File: src/rtl/conv_window_coord_gen_if.sv
// Coordinate beat stream between the convolution window sequencer and the
// padding / memory-read stage that consumes it.
interface conv_window_coord_gen_if #(
    parameter int COORD_WIDTH = 8,
    parameter int ADDR_WIDTH  = 16
);
    logic signed [COORD_WIDTH-1:0] coord_x;
    logic signed [COORD_WIDTH-1:0] coord_y;
    logic                          in_bounds;
    logic [ADDR_WIDTH-1:0]         mem_addr;
    logic                          coord_valid;
    logic                          coord_ready;
    logic                          last_tap;
    logic                          last;

    modport master (
        output coord_x, coord_y, in_bounds, mem_addr, coord_valid, last_tap, last,
        input  coord_ready
    );

    modport slave (
        input  coord_x, coord_y, in_bounds, mem_addr, coord_valid, last_tap, last,
        output coord_ready
    );
endinterface

File: src/rtl/conv_window_coord_gen.sv
// Walks every output pixel of a stride-1 convolution and every kernel tap of it,
// streaming signed tap coordinates, an in-bounds flag and a linear address.
module conv_window_coord_gen #(
    parameter int COORD_WIDTH = 8,
    parameter int KERNEL_SIZE = 3,
    parameter int PAD         = 1,
    parameter int ADDR_WIDTH  = 16
) (
    input  logic                   clk,
    input  logic                   rst_n,
    input  logic                   start,
    input  logic [COORD_WIDTH-1:0] img_width,
    input  logic [COORD_WIDTH-1:0] img_height,
    output logic                   busy,
    output logic                   done,
    conv_window_coord_gen_if.master beat
);

    localparam int EXT_W = COORD_WIDTH + 1;

    typedef logic signed [EXT_W-1:0] ext_t;
    typedef logic [COORD_WIDTH-1:0]  cnt_t;

    typedef struct packed {
        logic signed [COORD_WIDTH-1:0] x;
        logic signed [COORD_WIDTH-1:0] y;
        logic                          inb;
        logic [ADDR_WIDTH-1:0]         addr;
        logic                          last_tap;
        logic                          last;
    } beat_t;

    typedef enum logic [1:0] {IDLE, RUN, DONE} state_t;

    localparam ext_t GROW  = ext_t'(2 * PAD - KERNEL_SIZE + 1);
    localparam ext_t PAD_E = ext_t'(PAD);
    localparam ext_t ONE_E = ext_t'(1);
    localparam cnt_t K_MAX = cnt_t'(KERNEL_SIZE - 1);
    localparam cnt_t CNT_1 = cnt_t'(1);

    function automatic ext_t to_ext(input cnt_t v);
        return $signed({1'b0, v});
    endfunction

    // One tap: signed coordinates, bounds test and address, all in COORD_WIDTH+1 bits.
    function automatic beat_t tap_calc(input cnt_t ox, oy, kx, ky, w, h,
                                       input ext_t ow, oh);
        ext_t                  cx;
        ext_t                  cy;
        logic [ADDR_WIDTH-1:0] ya;
        logic [ADDR_WIDTH-1:0] wa;
        logic [ADDR_WIDTH-1:0] xa;
        beat_t                 b;
        cx         = to_ext(ox) + to_ext(kx) - PAD_E;
        cy         = to_ext(oy) + to_ext(ky) - PAD_E;
        b.x        = cx[COORD_WIDTH-1:0];
        b.y        = cy[COORD_WIDTH-1:0];
        b.inb      = !cx[EXT_W-1] && !cy[EXT_W-1] && (cx < to_ext(w)) && (cy < to_ext(h));
        ya         = ADDR_WIDTH'($unsigned(cy));
        wa         = ADDR_WIDTH'(w);
        xa         = ADDR_WIDTH'($unsigned(cx));
        b.addr     = b.inb ? (ya * wa + xa) : '0;
        b.last_tap = (kx == K_MAX) && (ky == K_MAX);
        b.last     = b.last_tap && (to_ext(ox) == ow - ONE_E) && (to_ext(oy) == oh - ONE_E);
        return b;
    endfunction

    state_t state;
    cnt_t   w_p0;
    cnt_t   h_p0;
    cnt_t   ox_p0;
    cnt_t   oy_p0;
    cnt_t   kx_p0;
    cnt_t   ky_p0;
    beat_t  beat_p1;
    logic   vld_p1;

    cnt_t   w_n;
    cnt_t   h_n;
    cnt_t   ox_n;
    cnt_t   oy_n;
    cnt_t   kx_n;
    cnt_t   ky_n;
    ext_t   ow_n;
    ext_t   oh_n;
    logic   empty_n;
    logic   xfer;
    beat_t  beat_n;

    assign xfer = vld_p1 && beat.coord_ready;

    // Stage p0: loop counters of the presented beat and the counters of the one after it.
    always_comb begin
        w_n  = w_p0;
        h_n  = h_p0;
        ox_n = ox_p0;
        oy_n = oy_p0;
        kx_n = kx_p0;
        ky_n = ky_p0;
        if (state == IDLE) begin
            w_n  = img_width;
            h_n  = img_height;
            ox_n = '0;
            oy_n = '0;
            kx_n = '0;
            ky_n = '0;
        end
        ow_n = to_ext(w_n) + GROW;
        oh_n = to_ext(h_n) + GROW;
        if (state != IDLE) begin
            if (kx_p0 != K_MAX) begin
                kx_n = kx_p0 + CNT_1;
            end else begin
                kx_n = '0;
                if (ky_p0 != K_MAX) begin
                    ky_n = ky_p0 + CNT_1;
                end else begin
                    ky_n = '0;
                    if (to_ext(ox_p0) != ow_n - ONE_E) begin
                        ox_n = ox_p0 + CNT_1;
                    end else begin
                        ox_n = '0;
                        oy_n = oy_p0 + CNT_1;
                    end
                end
            end
        end
        empty_n = ow_n[EXT_W-1] || (ow_n == '0) || oh_n[EXT_W-1] || (oh_n == '0);
        beat_n  = tap_calc(ox_n, oy_n, kx_n, ky_n, w_n, h_n, ow_n, oh_n);
    end

    // Stage p1: registered beat; the next beat is loaded only on a transfer so it holds under stall.
    always_ff @(posedge clk or negedge rst_n) begin
        if (!rst_n) begin
            state   <= IDLE;
            busy    <= 1'b0;
            done    <= 1'b0;
            vld_p1  <= 1'b0;
            beat_p1 <= '0;
            w_p0    <= '0;
            h_p0    <= '0;
            ox_p0   <= '0;
            oy_p0   <= '0;
            kx_p0   <= '0;
            ky_p0   <= '0;
        end else begin
            done <= 1'b0;
            case (state)
                IDLE: begin
                    if (start) begin
                        w_p0  <= w_n;
                        h_p0  <= h_n;
                        ox_p0 <= ox_n;
                        oy_p0 <= oy_n;
                        kx_p0 <= kx_n;
                        ky_p0 <= ky_n;
                        if (empty_n) begin
                            state <= DONE;
                            done  <= 1'b1;
                        end else begin
                            state   <= RUN;
                            busy    <= 1'b1;
                            vld_p1  <= 1'b1;
                            beat_p1 <= beat_n;
                        end
                    end
                end
                RUN: begin
                    if (xfer) begin
                        if (beat_p1.last) begin
                            state   <= DONE;
                            busy    <= 1'b0;
                            done    <= 1'b1;
                            vld_p1  <= 1'b0;
                            beat_p1 <= '0;
                        end else begin
                            ox_p0   <= ox_n;
                            oy_p0   <= oy_n;
                            kx_p0   <= kx_n;
                            ky_p0   <= ky_n;
                            beat_p1 <= beat_n;
                        end
                    end
                end
                DONE: begin
                    state <= IDLE;
                end
                default: begin
                    state <= IDLE;
                end
            endcase
        end
    end

    assign beat.coord_x     = beat_p1.x;
    assign beat.coord_y     = beat_p1.y;
    assign beat.in_bounds   = beat_p1.inb;
    assign beat.mem_addr    = beat_p1.addr;
    assign beat.last_tap    = beat_p1.last_tap;
    assign beat.last        = beat_p1.last;
    assign beat.coord_valid = vld_p1;

endmodule

File: src/flat_wrapper.sv
// flat-port wrapper written by rule: the top's interface ports become plain ports
module conv_window_coord_gen_flat 
#(
    parameter int COORD_WIDTH = 8,
    parameter int KERNEL_SIZE = 3,
    parameter int PAD         = 1,
    parameter int ADDR_WIDTH  = 16
)
  (clk, rst_n, start, img_width, img_height, busy, done, beat_coord_x, beat_coord_y, beat_in_bounds, beat_mem_addr, beat_coord_valid, beat_last_tap, beat_last, beat_coord_ready);
  conv_window_coord_gen_if #(.COORD_WIDTH(COORD_WIDTH), .ADDR_WIDTH(ADDR_WIDTH)) beat_i ();
  input  logic clk;
  input  logic rst_n;
  input  logic start;
  input  logic [COORD_WIDTH-1:0] img_width;
  input  logic [COORD_WIDTH-1:0] img_height;
  output logic busy;
  output logic done;
  output wire logic [$bits(beat_i.coord_x)-1:0] beat_coord_x;
  output wire logic [$bits(beat_i.coord_y)-1:0] beat_coord_y;
  output wire logic [$bits(beat_i.in_bounds)-1:0] beat_in_bounds;
  output wire logic [$bits(beat_i.mem_addr)-1:0] beat_mem_addr;
  output wire logic [$bits(beat_i.coord_valid)-1:0] beat_coord_valid;
  output wire logic [$bits(beat_i.last_tap)-1:0] beat_last_tap;
  output wire logic [$bits(beat_i.last)-1:0] beat_last;
  input wire logic [$bits(beat_i.coord_ready)-1:0] beat_coord_ready;
  assign beat_coord_x = beat_i.coord_x;
  assign beat_coord_y = beat_i.coord_y;
  assign beat_in_bounds = beat_i.in_bounds;
  assign beat_mem_addr = beat_i.mem_addr;
  assign beat_coord_valid = beat_i.coord_valid;
  assign beat_last_tap = beat_i.last_tap;
  assign beat_last = beat_i.last;
  assign beat_i.coord_ready = beat_coord_ready;
  conv_window_coord_gen #(.COORD_WIDTH(COORD_WIDTH), .KERNEL_SIZE(KERNEL_SIZE), .PAD(PAD), .ADDR_WIDTH(ADDR_WIDTH)) u_core (.clk(clk), .rst_n(rst_n), .start(start), .img_width(img_width), .img_height(img_height), .busy(busy), .done(done), .beat(beat_i));
endmodule
File: config.mk
export PLATFORM = sky130hd
export DESIGN_NAME = conv_window_coord_gen_flat
export DESIGN_NICKNAME = d
export VERILOG_FILES = /design/src/rtl/conv_window_coord_gen_if.sv /design/src/rtl/conv_window_coord_gen.sv /design/src/flat_wrapper.sv
export SDC_FILE = /design/constraint.sdc
export NUM_CORES = 1
export LEC_CHECK = 0
export ABC_AREA = 1
export CAP_MARGIN = 0
export CORE_ASPECT_RATIO = 1.2
export CORE_MARGIN = 2
export CORE_UTILIZATION = 30
export CTS_BUF_LIST = sky130_fd_sc_hd__clkbuf_4 sky130_fd_sc_hd__clkbuf_8
export DETAILED_ROUTE_END_ITERATION = 12
export RECOVER_POWER = 50
export SLEW_MARGIN = 20
export SYNTH_ARGS = -nofsm -noshare
export SYNTH_HDL_FRONTEND = slang
export SYNTH_SLANG_ARGS = --single-unit
export TNS_END_PERCENT = 20
File: constraint.sdc
create_clock -name clk -period 8.65 [get_ports clk]
set_clock_uncertainty 0.15 [all_clocks]
set_input_delay 1.73 -clock clk [delete_from_list [all_inputs] [get_ports clk]]
set_output_delay 1.73 -clock clk [all_outputs]
set_load 0.005 [all_outputs]
# Word level (Yosys, flattened, before mapping)
# Cells that the tools add are included.
dict set report totals {
  regBits 87
  latchBits 0
  ram_bits 0
  romBits 0
  in_bits 20
  output_inout_bits 38
  wordCells 119
  n_memories 0
}
dict set report op_classes {
  addsub 11
  n_mul 1
  div 0
  n_lt_le_gt_ge 2
  eq_ne 13
  shifts 0
  muxes 56
  bitwise_logic 0
  n_reduce_logical 21
}
# cell count
set op_table {}
lappend op_table {{2-to-1 mux 8 bit} 31}
lappend op_table {{2-to-1 mux 35 bit} 4}
lappend op_table {{one-hot mux 35 bit (2 select lines)} 1}
lappend op_table {{one-hot mux 8 bit (2 select lines)} 4}
lappend op_table {{adder 8 x 1 -> 8 bit (second input constant)} 4}
lappend op_table {{adder 8 x 8 -> 9 bit} 2}
lappend op_table {{== test 9 bit} 2}
lappend op_table {{zero test 9 bit} 2}
lappend op_table {{< comparator 9 bit} 2}
lappend op_table {{subtractor 8 x 1 -> 9 bit (second input constant)} 2}
lappend op_table {{subtractor 9 x 2 -> 9 bit (second input constant)} 2}
lappend op_table {{adder 16 x 9 -> 16 bit} 1}
lappend op_table {{== test 8 x 2 -> 1 bit (second input constant)} 2}
lappend op_table {{multiplier 9 x 8 -> 16 bit} 1}
lappend op_table {{2-to-1 mux 16 bit} 1}
lappend op_table {{inequality test 8 x 2 -> 1 bit (second input constant)} 2}
lappend op_table {{inequality test 9 bit} 1}
lappend op_table {{2-to-1 mux 1 bit} 8}
lappend op_table {{2-to-1 mux 2 bit} 4}
lappend op_table {{AND reduction 4 bit} 2}
lappend op_table {{logical AND 1 bit} 7}
lappend op_table {{inequality test 2 bit (second input constant)} 3}
lappend op_table {{AND reduction 5 bit} 1}
lappend op_table {{inequality test 2 x 1 -> 1 bit (second input constant)} 2}
lappend op_table {{other kinds (10)} 13}

# Longest topological paths before layout
# Gate-level depths: netlist of the first run.
dict set report depth {
  ltp_word 18
  mapped_depth 54
  ltp_nobuf 53
}

# Least setup slack after synthesis of the first run
# Ideal clock, no wire load.
dict set report synth_path {
  kind {input to register}
  startpoint {in img_width[0]}
  endpoint {reg u_core.beat_p1 (netlist bit u_core.beat.mem_addr[15])}
  setup_time_ns 0.123
  t_arrival_ns 8.755
  required_ns 8.377
  slack_ns -0.378
  stages 48
  path_buffers 1
  path_cell_list {inv_1 nand2_1 nand2_1 buf_4 ha_1 xor2_1 nand2_1 nor2_1 nand2_1 nor2_1 nand3_2 nor2_8 nand3_4 o21ai_1 nand2_1 ha_1 inv_1 ha_1 (+12 left out) fa_1 inv_1 fa_1 inv_1 ha_1 inv_1 nor3_1 nand2_1 o211ai_1 a21oi_1 o21ai_0 nand2_1 inv_1 o21ai_0 nand2_1 a21oi_1 o21ai_0 nand2_1}
}
dict set report synth_via {
  elab_chain_cells 17
  elab_cells_between_ends 35
  classes_between {6 x add/sub; 1 x mul; 2 x order compare; 2 x eq/ne; 15 x mux; 9 x reduce/logical}
}
# element line
set synth_rtl {}
lappend synth_rtl {{start, declared} flat_wrapper.sv:14} ;# input logic [COORD_WIDTH-1:0] img_width;
lappend synth_rtl {{2-to-1 mux 8 bit *} conv_window_coord_gen.sv:100} ;# if (state == IDLE) begin
lappend synth_rtl {{branches (longest 16 deep; another with multiplier 9 x 8 -> 16 bit)} -}
lappend synth_rtl {{end signal, assigned} conv_window_coord_gen.sv:164} ;# beat_p1 <= beat_n;
lappend synth_rtl {{end signal, assigned} conv_window_coord_gen.sv:181} ;# beat_p1 <= beat_n;
lappend synth_rtl {{end, declared} conv_window_coord_gen.sv:75} ;# beat_t beat_p1;
# Mark *: on every way between the ends. The select of a mux whose other input is x is not followed.
# A chain may end at the register's enable or synchronous reset.

# Worst setup path in the final report of the first run
dict set report layout_path {
  startpoint {in img_width[6]}
  endpoint {reg u_core.beat_p1 (netlist bit u_core.beat.mem_addr[14])}
}
# Same word-level chain as after synthesis.

==> metrics.txt, run 1 <==
status complete, but fails checks; failing checks max-capacitance violations, max-slew violations, negative setup slack; area of the multi-input gates 5906 µm²; average size of a mapped cell 7.262 µm²; initial antenna violation count 0; Worst Path Arrival around 9 ns; #FFs+latches synth 87; Slew Limit Fails 90; Worst setup EP type register; Root Driver clkbuf_8; Die ar. 30830 µm²; number of detailed-route iterations in the first pass 5; min-delay src u_core.beat.in_bounds$_DFFE_PN0P_; DR vias 8264; Hold WS ~0.33 ns; max_slew headroom -124.8%; kind of critical path primary input to register; largest net degree at the start of global routing between 60 and 70; Critical Path Source Type primary input; # DRC 0; Register Area 2177 µm²; EDFF count, synth 0; area grow syn2layout 29.40%; min cycle time layout around 8.7 ns; Final WS setup -0.06471 ns; worst-path fanout max 6; delay-heaviest family, CP adder cells; Num CTS Buffers 9; r2r setup slk between 0.6 and 0.7 ns; CTS Sinks a little under 90; first-pass GRT wire length between 40000 and 50000 µm; Final Hold Viols 0; Die X-Extent 160.6 µm; crit share post-route 100.7%; Final Wtd Congestion 0.8718; CP dominant cell by count nand2_1; First DRT Iteration DRCs 457; Levels on crit path 45; Inst Count DP ~1.8k; Post-DP Area 10890 µm²; Fill cells roughly 3k; Inserted Diodes 0; Synth warnings 0; Vias/cell 4.586; syn nets around 1.4k; Detailed Place HPWL 19930 µm; Finished Cell Area 11430 µm²; GRT Total Usage between 10% and 20%; initial core utilization 30.62%; count of different cell masters after synthesis 39; predominant post-synthesis flop cell dfrtp_1; share of cells above drive strength 1 18.91%; htree depth 3; worst setup path start img_width[6]; Worst Tran Pin Value ~3.4 ns; Buf/Inv on CP 7; vias in the first global route around 8.3k; FF-to-FF path depth 46; TritonCTS clock tree built; WL/cell 13.80 µm; Port Buffers 57; slowest CP cell fa_2; Max Root-Sink Buffers 2; Clock Latency Late Sink just under 0.4 ns; setup violators final 3; worst path required time 8.82 ns; share of synthesized registers carrying an async set or reset 100.0%; clock-pin slew of the registers on the worst-case setup and hold paths 0.09 ns; RSZ-0062 raised after global routing yes; final std cells w/o fill ~1.8k; Max Freq ~110 MHz; Die Ht 191.9 µm; Post-Syn Instances 1216; Hold Path Depth 2; register area share after synthesis around a quarter; remaining antenna violation count 0; CP peak stage delay 0.57 ns; site row count 68; cell area after synthesis 8831 µm²; Hold Crit Class register to register; gr ovfl total 0; final wirelength 24870 µm; I/O pins 58; core area 28840 µm²; worst r2r src u_core.state[0]$_DFFE_PN0P_; max-cap violation count 2; fin nets 1572
-- path summary, 6_finish.rpt --
path	endpoint
setup / recovery	u_core.beat.mem_addr[14]$_DFFE_PN0P_
hold / removal	u_core.beat.in_bounds$_DFFE_PN0P_
setup reg to reg	u_core.beat.mem_addr[14]$_DFFE_PN0P_
hold reg to reg	u_core.beat.in_bounds$_DFFE_PN0P_
max in group asynchronous	u_core.ky_p0[0]$_DFFE_PN0P_
min in group asynchronous	u_core.beat.coord_x[4]$_DFFE_PN0P_
-- final cells by class --
cell class              count  area share, %
clock inverters             6         0.8102
inverters                 222          7.369
well taps                 385          4.215
multi-input cells         875          51.68
repair buffers            218          15.79
clock buffers               9          1.084
flip-flops and latches     87          19.05
-- placed cells by master (no fill, tap or decap), types with 3 or more instances in the layout --
cell type        synthesis  final
nand2_2                 11     18
clkbuf_8                 0      9
inv_1                  212    199
clkinvlp_4               0      3
fa_1                    52     50
dlygate4sd3_1            0      7
nand3b_1                 9      9
ha_4                     0      6
nor2_2                   6      5
o21ai_2                  1      3
or2_2                    5      3
inv_2                    7     18
dfrtp_1                 87     87
clkdlybuf4s50_1          0     46
xnor2_1                 12     12
xor2_1                  21     19
o21ai_1                  7     10
a21oi_2                  0      5
nand3_1                 69     68
nor3_1                  12     10
nor2_1                 105    102
a21o_1                   4      4
a22o_1                   5      5
nand4_1                  8      8
nand2_4                  3      9
ha_1                    87     80
nor2_4                   1      5
nand2_1                293    279
buf_4                    3    156
nand3_2                  3      4
a21oi_1                 40     35
o21ai_0                107    102
o211ai_1                 3      3
-- state kept, by name, summed over array words and instances (netlist names) --
name                     flops
u_core.h_p0                  8
u_core.beat.mem_addr        16
u_core.done                  1
u_core.ox_p0                 8
u_core.beat.last             1
u_core.ky_p0                 8
u_core.oy_p0                 8
u_core.beat.coord_valid      1
u_core.beat.last_tap         1
u_core.kx_p0                 8
u_core.beat.coord_x          8
u_core.w_p0                  8
u_core.state                 2
u_core.beat.in_bounds        1
u_core.beat.coord_y          8
-- cell usage after synthesis, types with 4 or more instances --
| library cell | count | area (µm²) |
|---|---|---|
| nor2_1 | 105 | 394.1 |
| or2_2 | 5 | 31.28 |
| a21oi_1 | 40 | 200.2 |
| inv_2 | 7 | 26.28 |
| buf_2 | 9 | 45.04 |
| inv_1 | 212 | 795.8 |
| xnor2_1 | 12 | 105.1 |
| nand2_1 | 293 | 1100 |
| a22o_1 | 5 | 43.79 |
| nand3_1 | 69 | 345.3 |
| nand4_1 | 8 | 50.05 |
| nor2_2 | 6 | 37.54 |
| ha_1 | 87 | 1089 |
| o21ai_1 | 7 | 35.03 |
| clkbuf_1 | 13 | 48.80 |
| o21ai_0 | 107 | 535.5 |
| dfrtp_1 | 87 | 2177 |
| nand2_2 | 11 | 68.82 |
| buf_6 | 5 | 56.30 |
| xor2_1 | 21 | 183.9 |
| nor3_1 | 12 | 60.06 |
| fa_1 | 52 | 1041 |
| a21o_1 | 4 | 30.03 |
| nand3b_1 | 9 | 67.56 |
-- repair_timing --
action | 4_1_cts | 5_1_grt
pin swaps | 46 | 3
hold buffers | 0 | 0
gates resized for setup | 42 | 7
endpoints found under the setup margin | 6 | 8
buffers inserted | 18 | 1
gates cloned | 0 | 0
-- cells by family after synthesis --
| kind of cell | Yosys count | synth area share [%] |
|---|---|---|
| AND/OR/NAND/NOR | 529 | 25.97 |
| buffers and inverters | 254 | 11.48 |
| AO/OA/AOI/OAI | 174 | 10.51 |
| adder cells (fa/ha/maj) | 139 | 24.11 |
| flip-flops | 87 | 24.65 |
| XOR/XNOR | 33 | 3.273 |
-- metal layers --
layer  wire (µm)  vias up  global-route usage (%)
li1            -     4211                       -
met1       10680     3890                   19.59
met2       12690      112                   31.35
met3         545       51                   2.008
met4         966        0                   7.380
met5           0        -                       0
-- per-stage QoR --
step,utilization (%),setup WS (ns),TNS (ns)
5_1_grt,39.62,-0.6001,-2.547
3_3_place_gp,37.77,-0.7870,-4.400
2_1_floorplan,-,0.001711,0
3_5_place_dp,37.77,-0.8510,-4.858
4_1_cts,39.56,-0.05507,-0.05891
6_report,39.62,-0.06471,-0.1315
-- worst reg2reg max path, delay by kind of cell (launching register included) --
kind / cells / cell delay [ns]
simple gates: 23 / 2.38
fa+ha+maj: 9 / 3.34
buf+inv: 5 / 0.24
compound gates: 8 / 1.27
flops: 1 / 0.41
xor+xnor: 1 / 0.13
Power of run 1 is left out: the tool's default activity adds up to more than one toggle a clock period on the data nets, which glitch-free logic cannot reach.
==> run 2, diff against run 1 <==
SLEW_MARGIN = 10   (was 20)
==> results of run 2 <==
No change in the layout: final DEF, timing and power equal those of run 1.
Power of run 2 is left out for the same reason.
==> run 3, diff against run 2 <==
CTS_BUF_LIST = sky130_fd_sc_hd__clkbuf_4 sky130_fd_sc_hd__clkbuf_8 sky130_fd_sc_hd__clkbuf_16   (was sky130_fd_sc_hd__clkbuf_4 sky130_fd_sc_hd__clkbuf_8)
==> run 3 against run 2 <==
Net effect: the run still ends with max-capacitance violations, max-slew violations, negative setup slack left; first-iteration DRC count rose by 9.2%; die area is the same; non-clock buffer count up 1; clock-buffer cell count did not move; critical path depth unchanged; maximum frequency fell by 0.43%; critical path type unchanged.
==> metrics.txt, run 3 (same netlist as run 1, synthesis figures left out) <==
Port Buffers 57 (unchanged); Critical Path Source Type primary input; Die ar. 30830 µm² (unchanged); Num CTS Buffers 9 (unchanged); core area 28840 µm² (unchanged); pre-CTS setup slack -0.8510 ns (unchanged); crit share post-route 101.2% (+0.44 points); Root Driver clkbuf_16; Hold Crit Class register to register; Max Root-Sink Buffers 2 (unchanged); Inserted Diodes 0 (unchanged); First DRT Iteration DRCs 499 (+9.2%); worst path required time 8.75 ns (-0.07 ns); remaining antenna violation count 0 (unchanged); final wirelength 24990 µm (+0.47%); most common cell after layout, fill and taps aside nand2_1; RSZ-0062 raised after global routing yes; Fill cells 2960 (-0.40%); Worst setup EP type register; first-pass GRT wire length 41170 µm (+0.18%); Clock Latency Late Sink 0.35 ns (-0.04 ns); CTS Sinks 87 (unchanged); kind of critical path primary input to register; status complete, but fails checks; worst-path fanout max 7 (+1); Die X-Extent 160.6 µm (unchanged); min cycle time layout 8.753 ns (+0.03802 ns); WL/cell 13.86 µm (+0.42%); most frequent cells in the layout nand2_1 (274), inv_1 (197), buf_4 (157); site row count 68 (unchanged); fin nets 1573 (+0.064%); Vias/cell 4.606 (+0.44%); DR vias 8305 (+0.50%); initial antenna violation count 0 (unchanged); CP peak stage delay 0.52 ns (-0.05 ns); clock-pin slew of the registers on the worst-case setup and hold paths 0.07 ns (-0.02 ns); GRT Total Usage 16.97% (+0.056 points); Detailed Place HPWL 19930 µm (unchanged); initial core utilization 30.62% (unchanged); gr ovfl total 0 (unchanged); number of flip-flops in the largest register 16 (unchanged); Worst Path Arrival 8.85 ns (-0.03 ns); met1 GRT Util 19.71% (+0.12 points); setup violators final 3 (unchanged); Final Wtd Congestion 0.8718 (unchanged); CP dominant cell by count nand2_1; TritonCTS clock tree built; Most Crowded Layer GR met2; share of cells above drive strength 1 19.75% (+0.83 points); htree depth 3 (unchanged); max-cap violation count 2 (unchanged); Die Ht 191.9 µm (unchanged); vias in the first global route 8298 (-0.37%); global routing usage on met3 2.030% (+0.022 points); I/O pins 58 (unchanged); Slew Limit Fails 90 (unchanged); area grow syn2layout 30.90%; Final WS setup -0.1027 ns (-0.03802 ns); largest net degree at the start of global routing 64 (unchanged); # DRC 0 (unchanged); Worst Tran Pin Value 3.332 ns (-0.04038 ns); slowest CP cell fa_1; number of detailed-route iterations in the first pass 4 (-1); Final Hold Viols 0 (unchanged); Max Freq 114.3 MHz (-0.43%); failing checks max-capacitance violations, max-slew violations, negative setup slack; cts hold-fix bufs 0 (unchanged); max_slew headroom -122.1% (+2.7 points); met2 Use GR 31.38% (+0.033 points)
## run 3: through the flow
step / hold slack (ns) / util [%] / TNS, ns / std cells / cell area, µm²
after floorplan: 0.2979 / - / 0 / 1216 / 8950
after global placement: 0.3122 / 37.77 / -4.400 / 1768 / 10890
after detailed placement: 0.3149 / 37.77 / -4.858 / 1768 / 10890
after CTS: 0.3338 / 39.91 / -0.1719 / 1801 / 11510
after global routing: 0.3471 / 40.08 / -2.510 / 1803 / 11560
final: 0.3238 / 40.08 / -0.2168 / 1803 / 11560
## run 3: routing by layer
layer	wire length (µm)	part of all wire (%)	up-vias
li1	-	-	4221
met1	10650	43	3908
met2	12750	51	134
met3	635	2.5	42
met4	956	3.8	0
met5	0	0	-
## run 3: path summary, 6_finish.rpt
check / slack (ns) / start / cells after the start / end
max: -0.10 / img_width[3] / 45 / u_core.beat.mem_addr[15]$_DFFE_PN0P_
min: 0.32 / u_core.beat.in_bounds$_DFFE_PN0P_ / 2 / u_core.beat.in_bounds$_DFFE_PN0P_
max reg2reg: 0.69 / u_core.state[0]$_DFFE_PN0P_ / 46 / u_core.beat.mem_addr[15]$_DFFE_PN0P_
min reg2reg: 0.32 / u_core.beat.in_bounds$_DFFE_PN0P_ / 2 / u_core.beat.in_bounds$_DFFE_PN0P_
max in group asynchronous: 2.82 / rst_n / 2 / u_core.ky_p0[0]$_DFFE_PN0P_
min in group asynchronous: 1.63 / rst_n / 1 / u_core.beat.mem_addr[4]$_DFFE_PN0P_
## run 3: timing repair
action,CTS,global route
endpoints found under the setup margin,7,8
resized for setup,42,20
pin swaps,46,26
setup buffers,18,2
## run 3: worst max-delay path, delay by kind of cell
kind | cells | cell delay, ns
simple gates | 20 | 2.02
buf+inv | 8 | 1.00
compound gates | 9 | 1.05
fa+ha+maj | 8 | 3.03
## run 3: layout make-up
| type | count | area [µm²] | area share (%) |
|---|---|---|---|
| Multi-Input combinational cell | 875 | 5929 | 51.29 |
| Tap cell | 385 | 481.7 | 4.167 |
| Timing Repair Buffer | 219 | 1812 | 15.67 |
| Clock inverter | 6 | 92.59 | 0.8010 |
| Clock buffer | 9 | 225.2 | 1.948 |
| Sequential cell | 87 | 2177 | 18.83 |
| Inverter | 222 | 842.1 | 7.284 |
Power of run 3 is left out for the same reason.
